--- src/rtl/clk_rate_gen.sv ---
// -----------------------------------------------------------------------------
// clk_rate_gen
//   Derives a slow CPU clock (clk_n) from the board clock clk. There are four
//   compile-time divide ratios, selected by rate_sel. The block supports:
//     - glitch-free rate switching (the new rate is taken only at a falling
//       edge of clk_n, or at any time while paused),
//     - run/pause control (a pause always completes the current low phase),
//     - single-step of exactly one full slow-clock period from pause.
//
//   Ports
//     clk       in   board clock, all logic on its rising edge
//     clr       in   asynchronous active-high reset
//     rate_sel  in   [1:0] requested rate index
//     run       in   1 = free-run, 0 = pause
//     step      in   single-step request, edge-detected internally
//     clk_n     out  divided clock (registered)
//     tick      out  one-clk pulse in the cycle clk_n goes 0->1
//     busy      out  high while a single step is in progress
//     cur_rate  out  [1:0] rate index currently in effect
//     cyc_cnt   out  [31:0] count of ticks (only with CLK_RATE_CYCLE_CNT_EN)
//
//   Optional feature macro: CLK_RATE_CYCLE_CNT_EN adds the cyc_cnt port.
// -----------------------------------------------------------------------------
module clk_rate_gen #(
  parameter int unsigned           CNT_W = 32,
  parameter logic [CNT_W-1:0]      DIV0  = CNT_W'(10000),
  parameter logic [CNT_W-1:0]      DIV1  = CNT_W'(100000),
  parameter logic [CNT_W-1:0]      DIV2  = CNT_W'(1000000),
  parameter logic [CNT_W-1:0]      DIV3  = CNT_W'(10000000)
) (
  input  logic        clk,
  input  logic        clr,
  input  logic [1:0]  rate_sel,
  input  logic        run,
  input  logic        step,
  output logic        clk_n,
  output logic        tick,
  output logic        busy,
`ifdef CLK_RATE_CYCLE_CNT_EN
  output logic [1:0]  cur_rate,
  output logic [31:0] cyc_cnt
`else
  output logic [1:0]  cur_rate
`endif
);

  typedef enum logic [1:0] {
    S_RUN,
    S_PAUSE,
    S_STEP_HI,
    S_STEP_LO
  } state_t;

  state_t           state;
  logic [CNT_W-1:0] cnt;
  logic [CNT_W-1:0] active_div;
  logic             step_q;
  logic             step_rise;
  logic             last;

  // Half-period lookup; a zero divide value would never terminate a phase,
  // so it is clamped to 1.
  function automatic logic [CNT_W-1:0] div_of(input logic [1:0] sel);
    logic [CNT_W-1:0] d;
    d = DIV0;
    case (sel)
      2'd0: d = DIV0;
      2'd1: d = DIV1;
      2'd2: d = DIV2;
      2'd3: d = DIV3;
    endcase
    return (d == '0) ? CNT_W'(1) : d;
  endfunction

  assign step_rise = step & ~step_q;
  assign last      = (cnt == active_div - CNT_W'(1));

  always_ff @(posedge clk or posedge clr) begin
    if (clr) begin
      state      <= S_RUN;
      cnt        <= '0;
      active_div <= div_of(2'd0);
      cur_rate   <= 2'd0;
      clk_n      <= 1'b0;
      tick       <= 1'b0;
      busy       <= 1'b0;
      step_q     <= 1'b0;
    end else begin
      step_q <= step;
      tick   <= 1'b0;
      case (state)
        S_RUN: begin
          if (last) begin
            cnt <= '0;
            if (clk_n) begin
              // Falling toggle: the only point a new rate is accepted while
              // running, so both phases of a period always use one divide.
              clk_n      <= 1'b0;
              active_div <= div_of(rate_sel);
              cur_rate   <= rate_sel;
            end else if (run) begin
              clk_n <= 1'b1;
              tick  <= 1'b1;
            end else begin
              // Rise suppressed: low phase is complete, park here.
              state <= S_PAUSE;
            end
          end else begin
            cnt <= cnt + CNT_W'(1);
          end
        end

        S_PAUSE: begin
          cnt        <= '0;
          clk_n      <= 1'b0;
          active_div <= div_of(rate_sel);
          cur_rate   <= rate_sel;
          // run has priority over a simultaneous step edge.
          if (run) begin
            clk_n <= 1'b1;
            tick  <= 1'b1;
            state <= S_RUN;
          end else if (step_rise) begin
            clk_n <= 1'b1;
            tick  <= 1'b1;
            busy  <= 1'b1;
            state <= S_STEP_HI;
          end
        end

        S_STEP_HI: begin
          if (last) begin
            cnt        <= '0;
            clk_n      <= 1'b0;
            active_div <= div_of(rate_sel);
            cur_rate   <= rate_sel;
            state      <= S_STEP_LO;
          end else begin
            cnt <= cnt + CNT_W'(1);
          end
        end

        S_STEP_LO: begin
          if (last) begin
            cnt  <= '0;
            busy <= 1'b0;
            if (run) begin
              clk_n <= 1'b1;
              tick  <= 1'b1;
              state <= S_RUN;
            end else begin
              state <= S_PAUSE;
            end
          end else begin
            cnt <= cnt + CNT_W'(1);
          end
        end

        default: state <= S_RUN;
      endcase
    end
  end

`ifdef CLK_RATE_CYCLE_CNT_EN
  // Counts tick pulses; wraps naturally at 32 bits.
  always_ff @(posedge clk or posedge clr) begin
    if (clr) begin
      cyc_cnt <= '0;
    end else if (tick) begin
      cyc_cnt <= cyc_cnt + 32'd1;
    end
  end
`endif

endmodule

--- config.mk ---
export PLATFORM = sky130hd
export DESIGN_NAME = clk_rate_gen
export DESIGN_NICKNAME = d
export VERILOG_FILES = /design/src/rtl/clk_rate_gen.sv
export SDC_FILE = /design/constraint.sdc
export NUM_CORES = 1
export LEC_CHECK = 0
export CAP_MARGIN = 10
export CORE_AREA = 2 2 74 76
export DETAILED_ROUTE_END_ITERATION = 7
export DIE_AREA = 0 0 76 78
export GPL_ROUTABILITY_DRIVEN = 0
export HOLD_SLACK_MARGIN = 0.15
export PLACE_DENSITY_LB_ADDON = 0.3
export SYNTH_ARGS = -nofsm -noshare
export SYNTH_HDL_FRONTEND = slang
export SYNTH_SLANG_ARGS = --single-unit
--- constraint.sdc ---
create_clock -name clk -period 7.2 [get_ports clk]
set_input_delay 0.72 -clock clk [delete_from_list [all_inputs] [get_ports clk]]
set_output_delay 0.72 -clock clk [all_outputs]
set_load 0.005 [all_outputs]
==> reports/qor.yml <==
outcome:
  status: "finished, final reports clean"
synthesis:
  ys_ff_latch: 48
  synthesis.instances: 284
  post_synth.cell_area_avg_um2: 9.67
  synth_xor_xnor_area_share_pct: 12.4
  yosys_most_used_dff: "dfrtp_1"
  yosysSeqAreaShare_pct: 43.8
  combinational_family_with_the_most_area_after_synthesis: "simple AND/OR/NAND/NOR gates"
  synth_compound_area_share_pct: 7.24
  synthArstFlopShare_pct: 100
  synth_edf_count: 0
  yosys_warnings: 0
  number_of_unique_standard_cell_types_used_by_synthesis: 46
  mappedNetlistArea_um2: 2750
  post_synth_mux_area_share_pct: 5.24
  post_synth_adder_cell_area_pct: 5.92
  synth_fp_nets: 303
  synth-simple-area-share_pct: 22.0
place:
  place.port_buffers: 10
  hpwlAfterDp_um: 3600
drt:
  routed_via_density: 5.41
  drt-wirelength-per-cell_um: 14.3
  antenna_left: 0
  drcViolationCount: 0
  initialDrtViolationCount: 98
  wirelength_um: 5190
  dr_total_vias: 1970
  first_pass_iters: 4
cts:
  cts.root.buffer_cell: "clkbuf_8"
  bufs_on_longest_clock_path: 2
  worstSkewPairLatency_ns: 0.30
  cts.clk_slew.worst_paths_ns: 0.09
  clock_tree.htree_level_count: 2
  cts_repair_resize_count: 0
  post-cts-setup-buffer-count: 0
  ctsHoldBuffers: 0
  inserted_clock_buffers: 5
  cts_tree: "done"
  tritoncts_num_sinks: 48
sta:
  final.hold.worst_slack_ns: 0.473
  setup_viol: 0
  slew_limit_headroom_pct: 32.7
  final.min_clock_period_ns: 2.75
  worstMarginPinSlew_ns: 1.01
  final_max_slew_viol_count: 0
  timing.setup.tns_ns: 0
  final.period_utilization_pct: 38.2
  hold_violations: 0
  max_freq_mhz: 363
  rsz_0062_raised_after_global_routing: "false"
  fin_worst_skew_ns: 0.00742
finish:
  num_antenna_cells: 0
  final_nets: 313
  drive_gt1_share_pct: 10.5
  syn_to_final_growth_pct: 9.84
hold_path:
  timing.hold.worst_endpoint: "cnt[0]"
  worstHoldPathType: "reg2reg"
  holdCritStartpoint: "cnt[0]"
  holdPathStages: 1
power_and_ir_drop:
  powerDensity_nw_per_um2: 150
  power.static_leakage_nw: 1.32
  vdd.ir_drop.worst_mv: 0.0980
global_routing:
  antenna_found_initial: 0
  first_pass_grt_wire_length_um: 9140
  leftover_overflow_at_the_end_of_global_routing: 0
  grt_util_all_layers_pct: 19.3
  vias_in_the_first_global_route: 1963
  grt_start_max_net_pins: 49
die:
  die-height_um: 78
  die_w_um: 76
  core.rowCount: 26
  initial_utilization_pct: 54.5
  design.die.area_um2: 5930
  top_level_ports: 11
  core_um2: 5040
worst_setup_path:
  criticalPathCategory: "reg2reg"
  required_ns: 7.39
  cp_data_arrival_time_ns: 2.94
  regToRegStartpoint: "active_div[13]"
  worst_r2r_endpoint: "active_div[5]"
  crit_fanout: 10
  r2r_cells: 8
  crit_path_end_kind: "register"
  critical_path.startpoint_type: "register"
  ff2ff_setup_slack_ns: 4.45
flow_run:
  maxCapViolCount: 0
-- where the power goes --
part / leakage, nW / total (mW) / internal [mW] / switching, mW
Combinational: 0.624 / 0.0143 / 0.00456 / 0.00973
Clock: 0.0473 / 0.168 / 0.0767 / 0.0913
Sequential: 0.647 / 0.270 / 0.270 / 0.000118
Total: 1.32 / 0.452 / 0.351 / 0.101
-- cell usage after synthesis (2+ instances only) --
cell type,number,area [µm²]
nor4_1,4,25.0
dfrtp_1,46,1150
mux2_2,11,124
clkbuf_1,3,11.3
and4_1,2,17.5
buf_2,4,20.0
nor3b_1,2,15.0
nand4_1,10,62.6
o21ai_0,5,25.0
nand2_1,14,52.6
nor4_2,2,25.0
xor2_1,16,140
mux2i_1,2,20.0
and3_1,4,25.0
dfstp_2,2,52.6
nor2_1,47,176
a21oi_1,10,50.1
nand3_1,13,65.1
nor2b_1,4,25.0
nand2b_1,3,18.8
xnor2_1,23,201
inv_1,15,56.3
nor3_1,7,35.0
ha_1,13,163
-- registers in the layout, indices dropped and copies added (netlist names), named ones only --
| name | count |
|---|---|
| state | 1 |
| cnt | 32 |
| clk_n | 1 |
| busy | 1 |
| step_q | 1 |
| cur_rate | 2 |
| active_div | 8 |
| tick | 1 |
-- per-stage QoR --
stage	util, %	setup slack [ns]	instance area (µm²)	power, mW	std cells
3_5_place_dp	57.5	4.20	2900	0.290	356
4_1_cts	59.3	4.17	2990	0.458	363
3_3_place_gp	57.5	4.34	2900	0.290	356
2_1_floorplan	-	4.80	2750	0.283	284
5_1_grt	59.9	4.34	3020	0.468	364
6_report	59.9	4.45	3020	0.452	364
-- cell usage in the layout, fill, tap and decap left out, types with 2 or more instances in the layout --
cell type	count
mux2_2	11
clkdlybuf4s50_1	10
nor2b_1	4
o21ai_0	5
nand2_1	14
clkbuf_8	6
mux2i_1	2
nor3b_1	2
inv_1	14
dfstp_2	2
xnor2_1	23
nand3_1	13
nor2_1	47
nand4_1	10
ha_1	13
nor4_2	2
nor4_1	4
nand2b_1	3
xor2_1	16
a21oi_1	10
dfrtp_1	46
and4_1	2
and3_1	4
nor3_1	7
-- worst max-delay path: stages (launching register included) --
cell	delay (ns)
dfstp_2	0.60
inv_1	0.06
ha_1	0.30
xor2_1	0.13
nand2_1	0.08
nor4_1	0.40
nand3_2	0.26
a21oi_4	0.42
mux2_2	0.39
-- area by class of cell --
| cell class | instances | area, µm² |
|---|---|---|
| Timing Repair Buffer | 11 | 128 |
| Tap cell | 70 | 87.6 |
| Multi-Input combinational cell | 213 | 1450 |
| Clock inverter | 1 | 8.76 |
| Clock buffer | 6 | 82.6 |
| Inverter | 15 | 56.3 |
| Fill cell | 439 | 2020 |
| Sequential cell | 48 | 1200 |
-- worst max path at each step --
stage,cells after the start,to,from
after CTS,8,cnt[27],active_div[13]
after detailed placement,8,cnt[25],active_div[13]
after floorplan,8,cur_rate[0],active_div[13]
final,8,active_div[5],active_div[13]
after global placement,8,cnt[12],active_div[13]
after global routing,9,cnt[24],active_div[13]
-- logic make-up (layout without fill, tap and decap cells) --
group	after synthesis	in the layout
flip-flops	48	48
AO/OA/AOI/OAI	28	28
XOR/XNOR	39	39
multiplexers	13	13
adder cells (fa/ha/maj)	13	13
buffers and inverters	23	33
AND/OR/NAND/NOR	120	120
-- layer usage --
metal  wire [µm]  global-route usage [%]  up-vias
met5           0                       0        -
met4          64                    6.91        0
met3         110                    3.26        7
met2        2400                    30.4       23
li1            -                       -      982
met1        2620                    27.0      958
Power figures use the tool's default switching activity.
